### config.mk
export PLATFORM = sky130hd
export DESIGN_NAME = reg_file_prio_wr
export DESIGN_NICKNAME = d
export VERILOG_FILES = /design/src/rtl/reg_file_pkg.sv /design/src/rtl/reg_file_prio_sel.sv /design/src/rtl/reg_file_prio_wr.sv
export SDC_FILE = /design/constraint.sdc
export NUM_CORES = 1
export LEC_CHECK = 0
export CORE_AREA = 2 2 181 183
export DETAILED_ROUTE_END_ITERATION = 8
export DIE_AREA = 0 0 183 185
export GPL_TIMING_DRIVEN = 0
export PLACE_DENSITY_LB_ADDON = 0.15
export SLEW_MARGIN = 10
export SYNTH_ARGS = -nofsm -noshare
export SYNTH_HDL_FRONTEND = slang
export SYNTH_SLANG_ARGS = --single-unit
### constraint.sdc
create_clock -name CLK -period 5.1 [get_ports CLK]
set_clock_uncertainty 0.2 [all_clocks]
set_input_delay 1.275 -clock CLK [delete_from_list [all_inputs] [get_ports CLK]]
set_output_delay 1.275 -clock CLK [all_outputs]
set_load 0.02 [all_outputs]
### src/rtl/reg_file_pkg.sv
// Shared constants for the prioritised-write register file: conflict counter
// width, its saturation value and the saturating increment helper.
package reg_file_pkg;

  localparam int CONFLICT_CNT_W = 16;
  localparam logic [CONFLICT_CNT_W-1:0] CONFLICT_CNT_MAX = 16'hFFFF;

  function automatic logic [CONFLICT_CNT_W-1:0] sat_inc(input logic [CONFLICT_CNT_W-1:0] v);
    return (v == CONFLICT_CNT_MAX) ? v : v + 16'd1;
  endfunction

endpackage

### src/rtl/reg_file_prio_sel.sv
// Per-entry write select: finds the lowest-index enabled port addressing ADDR,
// returns its data, and flags when a second enabled port also addresses ADDR.
module reg_file_prio_sel #(
  parameter int WIDTH = 32,
  parameter int NWR   = 2,
  parameter int AW    = 3,
  parameter int ADDR  = 0
) (
  input  logic [NWR-1:0]       wr_en,
  input  logic [NWR*AW-1:0]    wr_addr,
  input  logic [NWR*WIDTH-1:0] wr_data,
  output logic                 hit,
  output logic [WIDTH-1:0]     sel_data,
  output logic                 collision
);

  localparam logic [AW-1:0] ADDR_V = AW'(ADDR);

  logic [NWR-1:0]   match_s;
  logic             hit_s;
  logic             coll_s;
  logic [WIDTH-1:0] data_s;

  // Per-port address match; disabled ports never match, so their data is never seen.
  always_comb begin
    match_s = {NWR{1'b0}};
    for (int i = 0; i < NWR; i++) begin
      match_s[i] = wr_en[i] && (wr_addr[i*AW +: AW] == ADDR_V);
    end
  end

  // Priority scan from port 0 upward: first match wins, any later match is a collision.
  always_comb begin
    hit_s  = 1'b0;
    coll_s = 1'b0;
    data_s = {WIDTH{1'b0}};
    for (int i = 0; i < NWR; i++) begin
      coll_s = coll_s | (match_s[i] & hit_s);
      data_s = (match_s[i] && !hit_s) ? wr_data[i*WIDTH +: WIDTH] : data_s;
      hit_s  = hit_s | match_s[i];
    end
  end

  assign hit       = hit_s;
  assign sel_data  = data_s;
  assign collision = coll_s;

endmodule

### src/rtl/reg_file_prio_wr.sv
// DEPTH-entry register file with NWR prioritised write ports (port 0 wins),
// NRD combinational read ports and a saturating same-address collision counter.
// Optional REG_FILE_PRIO_BYPASS_EN forwards same-cycle winning write data to reads.
module reg_file_prio_wr
  import reg_file_pkg::*;
#(
  parameter int               WIDTH = 32,
  parameter int               DEPTH = 8,
  parameter int               NWR   = 2,
  parameter int               NRD   = 2,
  parameter logic [WIDTH-1:0] INIT  = {WIDTH{1'b0}},
  localparam int              AW    = (DEPTH > 1) ? $clog2(DEPTH) : 1
) (
  input  logic                      CLK,
  input  logic                      RST,
  input  logic [NWR-1:0]            WR_EN,
  input  logic [NWR*AW-1:0]         WR_ADDR,
  input  logic [NWR*WIDTH-1:0]      WR_DATA,
  input  logic [NRD*AW-1:0]         RD_ADDR,
  output logic [NRD*WIDTH-1:0]      RD_DATA,
  output logic                      CONFLICT,
  output logic [CONFLICT_CNT_W-1:0] CONFLICT_CNT
);

  localparam logic [AW:0] DEPTH_V = (AW+1)'(DEPTH);

  logic [WIDTH-1:0]          mem_r      [DEPTH];
  logic [WIDTH-1:0]          win_data_s [DEPTH];
  logic [WIDTH-1:0]          view_s     [DEPTH];
  logic [DEPTH-1:0]          hit_s;
  logic [DEPTH-1:0]          coll_s;
  logic                      conflict_r;
  logic [CONFLICT_CNT_W-1:0] conflict_cnt_r;
  logic [NRD*WIDTH-1:0]      rd_data_s;

  // Out-of-range write addresses match no entry, so they are dropped and never collide.
  for (genvar g = 0; g < DEPTH; g++) begin : g_entry
    reg_file_prio_sel #(
      .WIDTH (WIDTH),
      .NWR   (NWR),
      .AW    (AW),
      .ADDR  (g)
    ) u_sel (
      .wr_en     (WR_EN),
      .wr_addr   (WR_ADDR),
      .wr_data   (WR_DATA),
      .hit       (hit_s[g]),
      .sel_data  (win_data_s[g]),
      .collision (coll_s[g])
    );
  end

  // Storage array: reset to INIT, otherwise take the winning write or hold.
  always_ff @(posedge CLK) begin
    if (RST) begin
      for (int a = 0; a < DEPTH; a++) begin
        mem_r[a] <= INIT;
      end
    end else begin
      for (int a = 0; a < DEPTH; a++) begin
        if (hit_s[a]) begin
          mem_r[a] <= win_data_s[a];
        end
      end
    end
  end

  // Collision flag pulse and saturating collision-cycle counter.
  always_ff @(posedge CLK) begin
    if (RST) begin
      conflict_r     <= 1'b0;
      conflict_cnt_r <= {CONFLICT_CNT_W{1'b0}};
    end else begin
      conflict_r <= |coll_s;
      if (|coll_s) begin
        conflict_cnt_r <= sat_inc(conflict_cnt_r);
      end
    end
  end

  // Per-entry read view: stored value, or the same-cycle winning write when bypass is built in.
  always_comb begin
    for (int a = 0; a < DEPTH; a++) begin
`ifdef REG_FILE_PRIO_BYPASS_EN
      view_s[a] = (hit_s[a] && !RST) ? win_data_s[a] : mem_r[a];
`else
      view_s[a] = mem_r[a];
`endif
    end
  end

  // Read ports: out-of-range addresses read as zero.
  always_comb begin
    rd_data_s = {(NRD*WIDTH){1'b0}};
    for (int j = 0; j < NRD; j++) begin
      if ({1'b0, RD_ADDR[j*AW +: AW]} < DEPTH_V) begin
        rd_data_s[j*WIDTH +: WIDTH] = view_s[RD_ADDR[j*AW +: AW]];
      end else begin
        rd_data_s[j*WIDTH +: WIDTH] = {WIDTH{1'b0}};
      end
    end
  end

  assign RD_DATA      = rd_data_s;
  assign CONFLICT     = conflict_r;
  assign CONFLICT_CNT = conflict_cnt_r;

endmodule
==> Word level (Yosys, flattened, before mapping) <==
Memories as Yosys holds them, arrays and structs flattened.
Cells that the tools add are included.
{ "totals": {"ramBits": 256, "input_bits": 80, "memories": 1, "register_bits": 17, "word_cells": 140, "output_inout_bits": 81} }
{ "op_classes": {"mux": 56, "addsub": 1, "n_eq_ne": 15, "bitwise": 27, "reduce_logical": 36, "n_lt_le_gt_ge": 2} }
{ "memory_table": {"columns": ["memory", "words", "width", "read_ports", "rd_clocked_by_memory_dff", "write_ports", "line_no", "text"], "rows": [
  ["mem_r", 8, 32, 8, 0, 8, "reg_file_prio_wr.sv:27", "logic [WIDTH-1:0] mem_r [DEPTH];"]
]} }
{ "op_table": {"columns": ["cell", "count"], "rows": [
  ["two-way mux 32 bit", 28],
  ["binary-select mux 32 bit (select 3 bit)", 2],
  ["two-way mux 1 bit", 26],
  ["== test 3 bit (second input constant)", 8],
  ["logical AND 1 bit", 24],
  ["adder 16 x 1 -> 16 bit (second input constant)", 1],
  ["== test 16 bit (second input constant)", 1],
  ["bitwise OR 1 bit", 16],
  ["== test 3 x 2 -> 1 bit (second input constant)", 4],
  ["bitwise AND 1 bit", 8],
  [">= comparator 4 bit (second input constant)", 2],
  ["logical NOT 1 bit", 8],
  ["inverter 3 -> 4 bit", 2],
  ["OR reduction 8 bit", 1],
  ["== test 3 x 1 -> 1 bit (second input constant)", 2],
  ["logical NOT 3 bit", 2],
  ["AND reduction 2 bit", 1],
  ["inverter 1 bit", 1]
]} }

==> Longest topological paths before layout <==
{ "logic_depth": {"depth_word": 7, "depth_mapped": 7, "ltp_nobuf": 6} }

==> Modules after synthesis <==
A second synthesis with hierarchy kept.
{ "hier_totals": {"cells_unflattened": 1234, "hier_area_um2": 17566.8} }
{ "by_module_without_submodules": {"columns": ["module", "area_each_um2", "instances", "seq_area_each_um2", "cells_per_inst"], "rows": [
  ["reg_file_prio_wr", 14231.1, 1, 8027.7, 874],
  ["reg_file_prio_sel at g_entry[3].u_sel ...", 424.2, 3, 0.0, 45],
  ["reg_file_prio_sel at g_entry[1].u_sel ...", 425.4, 2, 0.0, 45],
  ["reg_file_prio_sel at g_entry[7].u_sel", 417.9, 1, 0.0, 45],
  ["reg_file_prio_sel at g_entry[4].u_sel", 405.4, 1, 0.0, 46],
  ["reg_file_prio_sel at g_entry[0].u_sel", 389.1, 1, 0.0, 44]
]} }

==> Worst setup path before layout <==
OpenSTA, ideal clock, no wires.
{ "synth_path": {"kind": "input -> output", "from": "input port RD_ADDR[0]", "to": "output port RD_DATA[0]", "required_ns": 3.625, "path_slack_ns": 0.817, "path_buffers": 2, "arrival_ns": 2.808, "path_stages": 4, "cell_sequence": "clkbuf_1 > buf_2 > mux4_2 > mux2_2"} }
{ "synth_via": {"elab_chain_cells": 4} }
{ "synth_lines": {"columns": ["item", "line_no", "text"], "rows": [
  ["start, declared", "reg_file_prio_wr.sv:19", "input logic [NRD*AW-1:0] RD_ADDR,"],
  ["inverter 3 -> 4 bit (not written as such)", "reg_file_prio_wr.sv:97", "rd_data_s[j*WIDTH +: WIDTH] = view_s[RD_ADDR[j*AW +: AW]];"],
  ["binary-select mux 32 bit (select 3 bit)", "reg_file_prio_wr.sv:97", null],
  ["two-way mux 32 bit (not written as such) (2 in a row)", "reg_file_prio_wr.sv:97", null],
  ["end, declared", "reg_file_prio_wr.sv:20", "output logic [NRD*WIDTH-1:0] RD_DATA,"]
]} }
No other way between the ends. The select of a mux whose other input is x is not followed.

==> Final worst setup path <==
{ "layout_path": {"from": "input port RD_ADDR[4]", "to": "output port RD_DATA[63]"} }
The elaborated chain is that of the path after synthesis.

==> summary by stage <==
Status
The run finished with clean final reports.

CTS
The clock latency at the later pin of the worst-skew pair is 0.57 ns. The number of sinks on the clock net is 273. Clock tree synthesis selected as its root buffer the cell clkbuf_16. Clock-pin slew was measured on the worst setup and hold paths at 0.06 ns. TritonCTS built the clock tree. Buffers added to address setup during post-CTS repair amount to 0. The CTS buffer count is 30. The level count of the clock H-tree is 1. The worst-case clock buffer depth is 3.

Critical path
The kind of start point of the critical path is an input pin. Setup slack on the worst reg-to-reg path comes out at 2.79 ns. In this run the worst path has a maximum fanout of 10. In this run the worst setup path begins at RD_ADDR[4]. The critical path ends at RD_DATA[63]. The buffers plus inverters on the worst setup path is 3.

The family with the most delay on the worst path is buffers and inverters. The total number of cells along the worst setup path is 5. The critical path is of the in -> out type. STA puts the critical path data arrival time at 3.59 ns. The worst register-to-register path begins at CONFLICT_CNT[0]$_SDFFE_PP0P_. In this run the critical register-to-register path is captured at CONFLICT_CNT[6]$_SDFFE_PP0P_. The length in cells of the worst reg-to-reg path is 7.

On the worst path, the slowest cell contributes a delay of 0.57 ns. The worst setup path is captured at a primary output. The slowest stage of the critical path belongs to the cell clkbuf_1.

STA puts the critical path data required time at 3.62 ns. The signal on the critical path passes through clkbuf_1, clkbuf_2, mux4_2, mux2_2, clkdlybuf4s50_1.

Yosys
Ranked by total cell area, the synthesized netlist is headed by edfxtp_1, mux4_2, a22oi_1, nor2_1, mux2_2. In this run the biggest area consumer among cell types represents 48.0% of the synthesized area. Summing the areas of all fa, ha and maj instances in the mapped netlist gives 0.0781% of the synthesized area.

After synthesis the netlist holds a flip-flop and latch count of 273. The mapped netlist covers 16000 um^2. Of all cell types, the one taking the most synthesized area is edfxtp_1. In the synthesized netlist, the number of instances is 1281.

The xor/xnor share of the synthesized area is 0.820%. The post-synthesis net count is 1362. The synthesis warning total is 0. The simple logic cell fraction of the synthesized area is 8.81%.

The mean cell area of the mapped netlist is 12.5 um^2. After synthesis, flip-flops and latches occupy 50.1% of the total area. The post-synthesis compound-gate area fraction is 12.8%. By area, the combinational part of the netlist is dominated by multiplexers.

The number of distinct library cell variants in the gate-level netlist after synthesis is 35. The portion of netlist area occupied by mux cells is 22.7%.

Global routing
The total overflow left after global routing is 0. The via count of the first global-routing pass is 12497. Entering global routing, the biggest net connects 25 pins. The first global-routing pass estimated 78800 um of wire.

Global routing used 32.2% of the available tracks across all layers. The number of antenna violations at the first check in global routing is 1.

Timing
The worst path uses 99.3% of the clock period. Setup slack on the critical path of the routed design comes to 0.0339 ns. The final hold violation count is 0. For the pin with the worst max-slew slack, the measured transition is 1.03 ns.

The max-slew violation count is 0. The final number of setup-violating endpoints is 0. Setup repair after global routing left no endpoint under its margin.

Adding up every negative setup slack in the final design gives 0 ns. Headroom to the max-slew limit came out at 31.0%. The clock period could shrink to 5.07 ns. For this run, the top clock speed supported by timing is 0.197 GHz.

Cells and area
Across the whole layout, storage elements account for 8030 um^2. Leaving out fill and tap cells, the most frequent cell in the layout is nor2_1. The area growth from synthesis to final layout is 15.7%. In the layout the commonest cells are nor2_1, a22oi_1, edfxtp_1.

The multi-input combinational cells in the finished layout cover a total of 7250 um^2. The count of fill cells added during filler insertion is 2654. The layout net count is 1492. The proportion of layout cells with a drive suffix above 1 is 22.0%.

Placement
At the end of routability-driven placement, the weighted congestion stood at 0.881. The worst slack after detailed placement is -0.268 ns. In this run the tool buffered the top-level ports with 90 buffer cells. The final HPWL from detailed placement is 35600 um.

Detailed routing
For this run, design rule violations remaining after detail routing come to 0. The detail route stage leaves a number of antenna-violating nets equal to 0. The count of TritonRoute iterations in the first routing pass is 6. The final route contains 12691 vias. After detailed routing, the average wire length per cell comes to 29.5 um. The final layout contains routed wiring with a total length of 54400 um. In the routed layout, each cell is associated on average with a via count of 6.88. For this block, the initial DRC count from the detailed router was 1771.

Floorplan
The width of the chip is 183 um. The floorplan row count is 66. The floorplan step defined a die boundary enclosing 33900 um^2.

The I/O pin count is 161. The floorplan step set the die height to 185 um. The floorplan step defined a core boundary enclosing 32000 um^2. The initial utilization of the core area, before any placement, comes to 50.0%.

Hold path
The min-delay analysis places its worst path in the category reg -> reg. The worst hold path was traced through 2 stages.

Power
The peak ir drop on the vdd network is 0.000258 V. The design draws 5.88 mW. For this design the ratio of total power to cell area is 317 nW/um^2. Summed over all cells, the static leakage comes to 5.98 nW.

Run
The number of max-cap violations is 0.
==> cells in the mapped netlist, drive strengths merged <==
cell type and count:
a2111oi 3, a22oi 256, or3 8, xnor2 10, o2111ai 2, clkbuf 146
xor2 5, nor2 284, mux2i 2, nand2b 6, and2 3, nor2b 3
or4 1, nand2 10, nor3 11, nor4 2, a211oi 6, mux4 128
a21oi 1, dfxtp 17, and4 2, buf 38, and3 4, edfxtp 256
ha 1, nand4 3, mux2 65, inv 2, and4bb 1, nand3 5
==> per-stage QoR <==
| stage | instance area [um^2] | hold slack [ns] | util (%) | instances |
|---|---|---|---|---|
| 6_report | 18600 | 0.345 | 57.9 | 1844 |
| 5_1_grt | 18600 | 0.358 | 57.9 | 1843 |
| 4_1_cts | 18500 | 0.340 | 57.9 | 1843 |
| 3_5_place_dp | 17600 | 0.325 | 55.0 | 1787 |
| 3_3_place_gp | 17400 | 0.324 | 54.4 | 1779 |
| 2_1_floorplan | 16000 | 0.379 | - | 1281 |
==> worst min path at each step <==
stage	from	end
6_report	CONFLICT_CNT[14]$_SDFFE_PP0P_	CONFLICT_CNT[14]$_SDFFE_PP0P_
4_1_cts	CONFLICT_CNT[14]$_SDFFE_PP0P_	CONFLICT_CNT[14]$_SDFFE_PP0P_
5_1_grt	CONFLICT_CNT[14]$_SDFFE_PP0P_	CONFLICT_CNT[14]$_SDFFE_PP0P_
3_3_place_gp	CONFLICT_CNT[14]$_SDFFE_PP0P_	CONFLICT_CNT[14]$_SDFFE_PP0P_
3_5_place_dp	CONFLICT_CNT[14]$_SDFFE_PP0P_	CONFLICT_CNT[14]$_SDFFE_PP0P_
2_1_floorplan	CONFLICT_CNT[14]$_SDFFE_PP0P_	CONFLICT_CNT[14]$_SDFFE_PP0P_
==> power breakdown <==
group | internal, mW | switching, mW | total, mW
logic | 0.494 | 0.613 | 1.11
clock network | 1.15 | 0.910 | 2.06
registers | 2.63 | 0.0767 | 2.71
==> per-layer routing <==
metal	GRT usage [%]	wire length, um	vias up
li1	-	-	5271
met1	42.7	20200	6325
met2	50.6	25500	936
met3	8.42	6490	159
met4	13.4	2290	0
met5	0	0	-
==> logic make-up (layout without fill, tap and decap cells) <==
logic type,count (synthesis),count (layout)
AND/OR/NAND/NOR,343,343
flip-flops,273,273
multiplexers,195,195
XOR/XNOR,15,15
other,0,1
adder cells (fa/ha/maj),1,1
buffers and inverters,186,340
AO/OA/AOI/OAI,268,268
==> repair_timing <==
item                                    4_1_cts  5_1_grt
resized for setup                            14        3
endpoints found under the setup margin       64       15
hold buffers                                  0        0
==> cell type report <==
| cell class | instances | share of cell area, % |
|---|---|---|
| repair buffers | 98 | 5.80 |
| plain buffers | 184 | 4.19 |
| clock inverters | 18 | 0.546 |
| diodes | 1 | 0.0135 |
| clock buffers | 38 | 4.32 |
| well taps | 408 | 2.75 |
| multi-input cells | 822 | 39.1 |
| flip-flops and latches | 273 | 43.3 |
| inverters | 2 | 0.0405 |
==> sequential cells by signal, summed over array words and instances, names as in the netlist <==
signal / cells
mem_r: 256
CONFLICT_CNT: 16
CONFLICT: 1
==> worst reg2reg max path: stages (launching register included) <==
cell and delay, ns:
dfxtp_1 0.36, ha_1 0.25, inv_1 0.07, and4bb_2 0.21, buf_2 0.20, a211oi_1 0.35, and3_1 0.22, mux2_2 0.33
Note: power is estimated with default switching activity, not from simulation.
